$ cat src/rtl/fifo_pkg.sv
// Shared types and helpers for the credit-return FIFO.
package fifo_pkg;

   typedef enum logic [0:0] {CR_INIT, CR_RUN} cr_state_t;

   // Pointer/level width: index bits plus one wrap bit.
   function automatic int ptr_w(input int depth);
      return $clog2(depth) + 1;
   endfunction

endpackage

$ cat src/rtl/fifo_credit_gen.sv
// Credit generator: issues the initial credit burst after reset, then
// returns one credit per accepted read.
//
//   state   | meaning
//   --------+-----------------------------------------------------------
//   CR_INIT | pulse credit_o once per cycle until init_cnt reaches zero;
//           | reads seen here only accumulate in pend
//   CR_RUN  | init_done high; drain pend one credit per cycle
module fifo_credit_gen
   import fifo_pkg::*;
#(
   parameter int DEPTH       = 16,
   parameter bit CREDIT_INIT = 1'b1
) (
   input  logic clk,
   input  logic reset_n,
   input  logic rd_accept,
   output logic credit_o,
   output logic init_done
);

   localparam int PW = ptr_w(DEPTH);
   localparam logic [PW-1:0] INIT_CNT = PW'(DEPTH);

   cr_state_t     state;
   logic [PW-1:0] init_cnt;
   logic [PW-1:0] pend;
   logic [PW-1:0] avail;

   // Credits owed this cycle, counting a read accepted on this same edge so
   // an idle return path answers a read on the very next cycle.
   assign avail = pend + {{(PW-1){1'b0}}, rd_accept};

   // Credit FSM with down-counting init timer and pending-return counter.
   always_ff @(posedge clk or negedge reset_n) begin
      if (!reset_n) begin
         state     <= CREDIT_INIT ? CR_INIT : CR_RUN;
         init_cnt  <= INIT_CNT;
         pend      <= '0;
         credit_o  <= 1'b0;
         init_done <= 1'b0;
      end else begin
         case (state)
            CR_INIT: begin
               if (init_cnt != '0) begin
                  credit_o <= 1'b1;
                  init_cnt <= init_cnt - PW'(1);
                  pend     <= avail;
               end else begin
                  state     <= CR_RUN;
                  init_done <= 1'b1;
                  credit_o  <= (avail != '0);
                  pend      <= (avail != '0) ? avail - PW'(1) : '0;
               end
            end
            CR_RUN: begin
               init_done <= 1'b1;
               credit_o  <= (avail != '0);
               pend      <= (avail != '0) ? avail - PW'(1) : '0;
            end
         endcase
      end
   end

endmodule

$ cat src/rtl/fifo_credit_rtn.sv
// Receive-side FIFO with first-word-fall-through output and credit return.
module fifo_credit_rtn
   import fifo_pkg::*;
#(
   parameter int WIDTH       = 32,
   parameter int DEPTH       = 16,
   parameter int AFULL_LVL   = DEPTH - 2,
   parameter bit CREDIT_INIT = 1'b1
) (
   input  logic                     clk,
   input  logic                     reset_n,
   input  logic [WIDTH-1:0]         data_i,
   input  logic                     data_we,
   output logic [WIDTH-1:0]         data_o,
   input  logic                     data_rd,
   output logic                     full,
   output logic                     empty,
   output logic                     almost_full,
   output logic [$clog2(DEPTH):0]   level,
   output logic                     credit_o,
   output logic                     init_done,
   output logic                     overflow,
   output logic                     underflow
);

   localparam int AW = $clog2(DEPTH);
   localparam int PW = ptr_w(DEPTH);
   localparam logic [PW-1:0] AFULL_L = PW'(AFULL_LVL);

   logic [WIDTH-1:0] mem [DEPTH];
   logic [PW-1:0]    wr_ptr;
   logic [PW-1:0]    rd_ptr;
   logic             wr_acc;
   logic             rd_acc;

   assign full        = (wr_ptr[AW-1:0] == rd_ptr[AW-1:0]) && (wr_ptr[AW] != rd_ptr[AW]);
   assign empty       = (wr_ptr == rd_ptr);
   assign wr_acc      = data_we & ~full;
   assign rd_acc      = data_rd & ~empty;
   assign almost_full = (level >= AFULL_L);
   assign data_o      = mem[rd_ptr[AW-1:0]];

   // Storage write; contents are deliberately left unreset.
   always_ff @(posedge clk) begin
      if (wr_acc) mem[wr_ptr[AW-1:0]] <= data_i;
   end

   // Pointers, occupancy and sticky error flags.
   always_ff @(posedge clk or negedge reset_n) begin
      if (!reset_n) begin
         wr_ptr    <= '0;
         rd_ptr    <= '0;
         level     <= '0;
         overflow  <= 1'b0;
         underflow <= 1'b0;
      end else begin
         if (wr_acc) wr_ptr <= wr_ptr + PW'(1);
         if (rd_acc) rd_ptr <= rd_ptr + PW'(1);
         case ({wr_acc, rd_acc})
            2'b10:   level <= level + PW'(1);
            2'b01:   level <= level - PW'(1);
            default: level <= level;
         endcase
         if (data_we && full)  overflow  <= 1'b1;
         if (data_rd && empty) underflow <= 1'b1;
      end
   end

   fifo_credit_gen #(
      .DEPTH       (DEPTH),
      .CREDIT_INIT (CREDIT_INIT)
   ) u_credit_gen (
      .clk       (clk),
      .reset_n   (reset_n),
      .rd_accept (rd_acc),
      .credit_o  (credit_o),
      .init_done (init_done)
   );

endmodule

$ cat config.mk
export PLATFORM = sky130hd
export DESIGN_NAME = fifo_credit_rtn
export DESIGN_NICKNAME = d
export VERILOG_FILES = /design/src/rtl/fifo_pkg.sv /design/src/rtl/fifo_credit_gen.sv /design/src/rtl/fifo_credit_rtn.sv
export SDC_FILE = /design/constraint.sdc
export NUM_CORES = 1
export LEC_CHECK = 0
export ABC_CLOCK_PERIOD_IN_PS = 6000
export BUFFER_PORTS_ARGS = -buffer_cell sky130_fd_sc_hd__buf_2
export CAP_MARGIN = 20
export CORE_MARGIN = 2
export CORE_UTILIZATION = 58
export CTS_BUF_LIST = sky130_fd_sc_hd__clkbuf_4
export DETAILED_ROUTE_END_ITERATION = 16
export PLACE_DENSITY_LB_ADDON = 0.2
export REMOVE_ABC_BUFFERS = 1
export SYNTH_ARGS = -nofsm -noshare
export SYNTH_HDL_FRONTEND = slang
export SYNTH_HIERARCHICAL = 1
export SYNTH_SLANG_ARGS = --single-unit
$ cat constraint.sdc
create_clock -name clk -period 6 [get_ports clk]
set_input_delay 0.9 -clock clk [delete_from_list [all_inputs] [get_ports clk]]
set_output_delay 0.9 -clock clk [all_outputs]
set_load 0.01 [all_outputs]
# --- Yosys cells after proc, flatten, opt, wreduce, memory -nomap -nowiden ---
# Memory sizes are Yosys's and may differ from the RTL's.
# Index checks and enable logic that the tools add are counted.
totals:
  register_bits: 30
  latchBits: 0
  mem_bits_rw: 512
  rom_bits: 0
  output_inout_bits: 44
  n_memories: 1
memory_table:
  columns: ["name", "words", "width", "read_ports", "rd_ports_with_merged_regs", "wr", "line", "text"]
  rows:
  - ["mem", 16, 32, 1, 0, 1, "fifo_credit_rtn.sv:30", "logic [WIDTH-1:0] mem [DEPTH];"]
classes:
  add_sub_neg: 7
  multipliers: 0
  div: 0
  magnitude_cmp: 1
  eq_ne: 6
  shifts: 0
  muxes: 12
  bitwise_logic: 5
  reduce_logical: 7
op_table:
  columns: ["cell", "count"]
  rows:
  - ["5-bit one-hot mux with 2 select lines", 2]
  - ["5-bit by 1-bit adder with 5-bit output (second input constant)", 3]
  - ["5-bit by 1-bit subtractor with 5-bit output (second input constant)", 3]
  - ["5-bit two-way mux", 2]
  - ["5-bit nonzero test", 2]
  - ["1-bit two-way mux", 6]
  - ["5-bit by 1-bit adder with 5-bit output", 1]
  - ["5-bit equality test", 1]
  - ["5-bit by 4-bit >= comparator with 1-bit output (second input constant)", 1]
  - ["4-bit equality test", 1]
  - ["1-bit one-hot mux with 2 select lines", 2]
  - ["1-bit logical AND", 3]
  - ["1-bit NOT", 3]
  - ["1-bit AND", 2]
  - ["2-bit by 1-bit equality test with 1-bit output (second input constant)", 1]
  - ["2-bit equality test (second input constant)", 1]
  - ["2-bit != test (second input constant)", 1]
  - ["2-bit AND reduction", 1]
  - ["2-bit nonzero test", 1]
  - ["1-bit != test", 1]

# --- Longest topological paths before layout ---
depth:
  depth_word: 8
  mapped_depth: 13
  ltp_nobuf: 12

# --- Cells and area by module ---
# Netlist, hierarchy kept.
by_module_without_submodules:
  columns: ["mod", "n_inst", "cells_per_inst", "area_each_um2", "seq_area_each_um2"]
  rows:
  - ["fifo_credit_rtn", 1, 905, 20260.7, 15800.2]
  - ["fifo_credit_gen", 1, 61, 695.7, 326.6]

# --- Worst setup path before layout ---
# Ideal clock, no wire load.
synth_timing:
  path_kind: "reg2reg"
  from: "reg rd_ptr[1]"
  to: "mem mem[2][0], enable pin"
  arrival_ns: 3.367
  required_ns: 5.539
  path_slack_ns: 2.172
  path_stages_with_launch: 7
  cell_sequence: "dfrtp_1 -> buf_6 -> xnor2_1 -> nand4_1 -> buf_2 -> o211ai_1 -> nor3_1"
synth_via:
  elab_chain_len: 6
synth_lines:
  columns: ["element", "line", "text"]
  rows:
  - ["start: declaration", "fifo_credit_rtn.sv:32", "logic [PW-1:0] rd_ptr;"]
  - ["start signal: assignment", "fifo_credit_rtn.sv:58", "if (rd_acc) rd_ptr <= rd_ptr + PW'(1);"]
  - ["4-bit equality test", "fifo_credit_rtn.sv:36", "assign full = (wr_ptr[AW-1:0] == rd_ptr[AW-1:0]) && (wr_ptr[AW] != rd_ptr[AW]);"]
  - ["1-bit logical AND", "fifo_credit_rtn.sv:36", null]
  - ["1-bit NOT", "fifo_credit_rtn.sv:38", "assign wr_acc = data_we & ~full;"]
  - ["1-bit AND", "fifo_credit_rtn.sv:38", null]
  - ["1-bit two-way mux", "fifo_credit_rtn.sv:45", "if (wr_acc) mem[wr_ptr[AW-1:0]] <= data_i;"]
  - ["1-bit two-way mux (not written as such)", "fifo_credit_rtn.sv:45", null]
  - ["end: declaration", "fifo_credit_rtn.sv:30", null]
# Every way passes these cells.

# --- Worst setup path in the final report ---
layout_timing:
  from: "reg rd_ptr[0]"
  to: "out data_o[30]"
layout_via:
  elab_chain_len: 1
layout_lines:
  columns: ["element", "line", "text"]
  rows:
  - ["memory 16 x 32 bit", null, null]
  - ["end: declaration", "fifo_credit_rtn.sv:14", "output logic [WIDTH-1:0] data_o,"]
# Every way passes these cells.

==> flow_summary_export.csv <==
group,metric,value,unit
cts,clock-root-buffer,"clkbuf_4",
power_and_ir_drop,leakage,7.76,nW
timing,hold_violations,0,
cts,clkTransAtPathRegs,0.06,ns
layout,area_delta_synth_final,12.1,%
yosys,synth_top_cell_by_area,"edfxtp_1",
cts,cts_setup_buffers,0,
yosys,postSynthCellCount,966,
routing,vias_per_cell,6.16,
floorplanning,rows,69,
cts,cts_tree,"built",
cts,cts.sinks,542,
yosys,yosys_register_bits,542,
floorplanning,initial_utilization,58.9,%
place,dpl.cell_count,1482,
yosys,synth_common_cells,"edfxtp_1 (512), mux4_2 (128), o22ai_1 (65)",
status,status,"finished clean",
layout,final_layout_size_suffix_gt1_share,38.2,%
yosys,synth_area_leaders,"edfxtp_1 (73%), mux4_2 (14%), dfrtp_1 (3.5%)",
cts,clkLatencyLatePin,0.79,ns
timing,fin_crit,4.49,ns
cts,ctsHoldBuffers,0,
yosys,yosysMostFrequentCell,"edfxtp_1",
timing,rsz0062_at_grt,"false",
routing,drc,0,
floorplanning,pin_count,80,
power_and_ir_drop,peakVddDrop,393,uV
critical_path,arrival,3.59,ns
critical_path,crit_type,"flop to output pin",
grt,grt_pass1_wl,64800,um
floorplanning,die_y,194,um
routing,first_pass_iters,5,
timing,fin_skew,0.0397,ns
critical_path,cp-end-kind,"output pin",
power_and_ir_drop,p_per_area,469,nW/um2
floorplanning,core_area,35600,um2
place,hpwlAfterDp,22500,um
cts,htree_levels,4,
routing,ant_nets,0,
layout,finish.utilization,66.0,%
worst_hold_path,hold_path_class,"input port to async pin",
layout,final_cells,1695,
critical_path,crit_fanout,32,
layout,seqCellArea,16100,um2
critical_path,worstPathRequired,5.10,ns
routing,vias,10400,
timing,slew_viol_final,0,
yosys,ys.flop_type,"edfxtp_1",
floorplanning,die_w,194,um
place,place_congestion,0.749,
yosys,syn_area,21000,um2
critical_path,start_kind,"flop",
layout,nets,1209,
place,port_buffers,79,
yosys,synth_top_area_share,73.4,%
routing,drt_iter0_markers,1023,
cts,clockBufferDepth,3,
cts,cts_resized,0,
grt,grt_pass1_vias,10900,
yosys,synth-edff-count,512,
routing,drt-total-wl,42800,um
timing,fmax,223,MHz
yosys,avgSynthCellArea,21.7,um2
floorplanning,dieArea,37700,um2
timing,finalCritPeriodShare,74.8,%
yosys,synth.distinct_cells,49,
yosys,yosys_warnings,6,
grt,grt_start_max_net_pins,132,
yosys,async_flop_share,5.54,%
layout,nFillCells,2374,
timing,max_slew_margin,25.6,%
timing,tightest_slew,1.12,ns
grt,grt_antenna_before_repair,3,
layout,multiInputGateArea,4550,um2
routing,routedWlPerCell,25.3,um
grt,gr-usage-all-layers,23.4,%
grt,grt.overflow.total,0,
cts,cts_buffers,135,
flow_run,max_cap_violations,0,
yosys,ys_seq_area_share,77.0,%
timing,setup_violations,0,
-- critical path, cell delays in order (launching register included) --
cell     delay [ns]
dfrtp_4        0.75
buf_4          0.54
nand2_2        0.73
o22ai_1        0.44
nor2_1         0.13
buf_2          0.16
-- final timing paths --
check	from	to	slack, ns	depth (start not counted)
max in group asynchronous	reset_n	rd_ptr[2]	5.32	1
min in group clk	data_rd	underflow	0.41	2
worst min-delay path	reset_n	u_credit_gen/init_cnt[1]	0.15	1
worst max-delay path	rd_ptr[0]	data_o[30]	1.51	5
worst max register to register	rd_ptr[0]	u_credit_gen/pend[1]	2.26	12
worst min register to register	underflow	underflow	0.46	1
-- flip-flops by register name, indices dropped and copies added (netlist names) --
name / cells
mem: 512
level: 5
rd_ptr: 5
u_credit_gen/init_cnt: 5
u_credit_gen/pend: 5
wr_ptr: 5
overflow: 1
u_credit_gen/credit_o: 1
u_credit_gen/init_done: 1
u_credit_gen/state: 1
underflow: 1
-- cells in the final DEF, fill, tap and decap left out, types with 6 or more instances in the layout --
master,count
nor2_1,40
clkbuf_4,189
dfrtp_1,26
nor2_4,10
nor3_2,7
o211ai_1,6
buf_4,22
o22ai_1,65
ha_1,14
xnor2_1,18
edfxtp_1,512
o21ai_0,7
nand2_1,12
clkinv_1,10
inv_1,9
mux4_2,128
buf_2,79
-- cell type report --
cell class / count / area share [%]
sequential: 542 / 68.7
multi-input combinational: 365 / 19.4
clock buffer: 189 / 6.04
timing repair buffer: 104 / 2.57
tap: 461 / 2.46
clock inverter: 23 / 0.698
inverter: 10 / 0.160
antenna: 1 / 0.0107
-- per-layer routing --
layer | track usage (%) | wire (um) | vias to the layer above
li1 | - | - | 4499
met1 | 32.8 | 17700 | 5434
met2 | 36.8 | 21100 | 432
met3 | 5.76 | 3290 | 68
met4 | 8.02 | 738 | 4
met5 | 0 | 23 | -
-- where the power goes --
group          leakage [nW]  switching, mW  total [mW]  internal, mW
sequential             4.98          0.246        4.83          4.59
clock                 0.939           1.35        2.88          1.52
combinational          1.84           1.84        3.30          1.46
total                  7.76           3.44        11.0          7.57
-- cell families (layout without fill, tap and decap cells) --
logic type	Yosys count	count (layout)	share of synthesized area, %
compound gates	95	95	2.91
xor+xnor	23	23	0.961
fa+ha+maj	15	15	0.931
buf+inv	59	326	1.88
flops	542	542	77.0
mux	133	133	14.0
other cells	0	1	0
simple gates	99	99	2.34
-- metrics by stage --
stage	total power [mW]	worst slack [ns]	area (um2)	TNS, ns	hold slack, ns
2_1_floorplan	7.27	-1.42	20600	-445.77	0.493
3_3_place_gp	8.22	2.28	21900	0	0.437
3_5_place_dp	8.26	2.27	21900	0	0.441
4_1_cts	11.1	1.41	23500	0	0.118
5_1_grt	11.6	1.23	23500	0	0.154
6_report	11.0	1.51	23500	0	0.147
No activity file was read; power rests on OpenSTA's default activity.
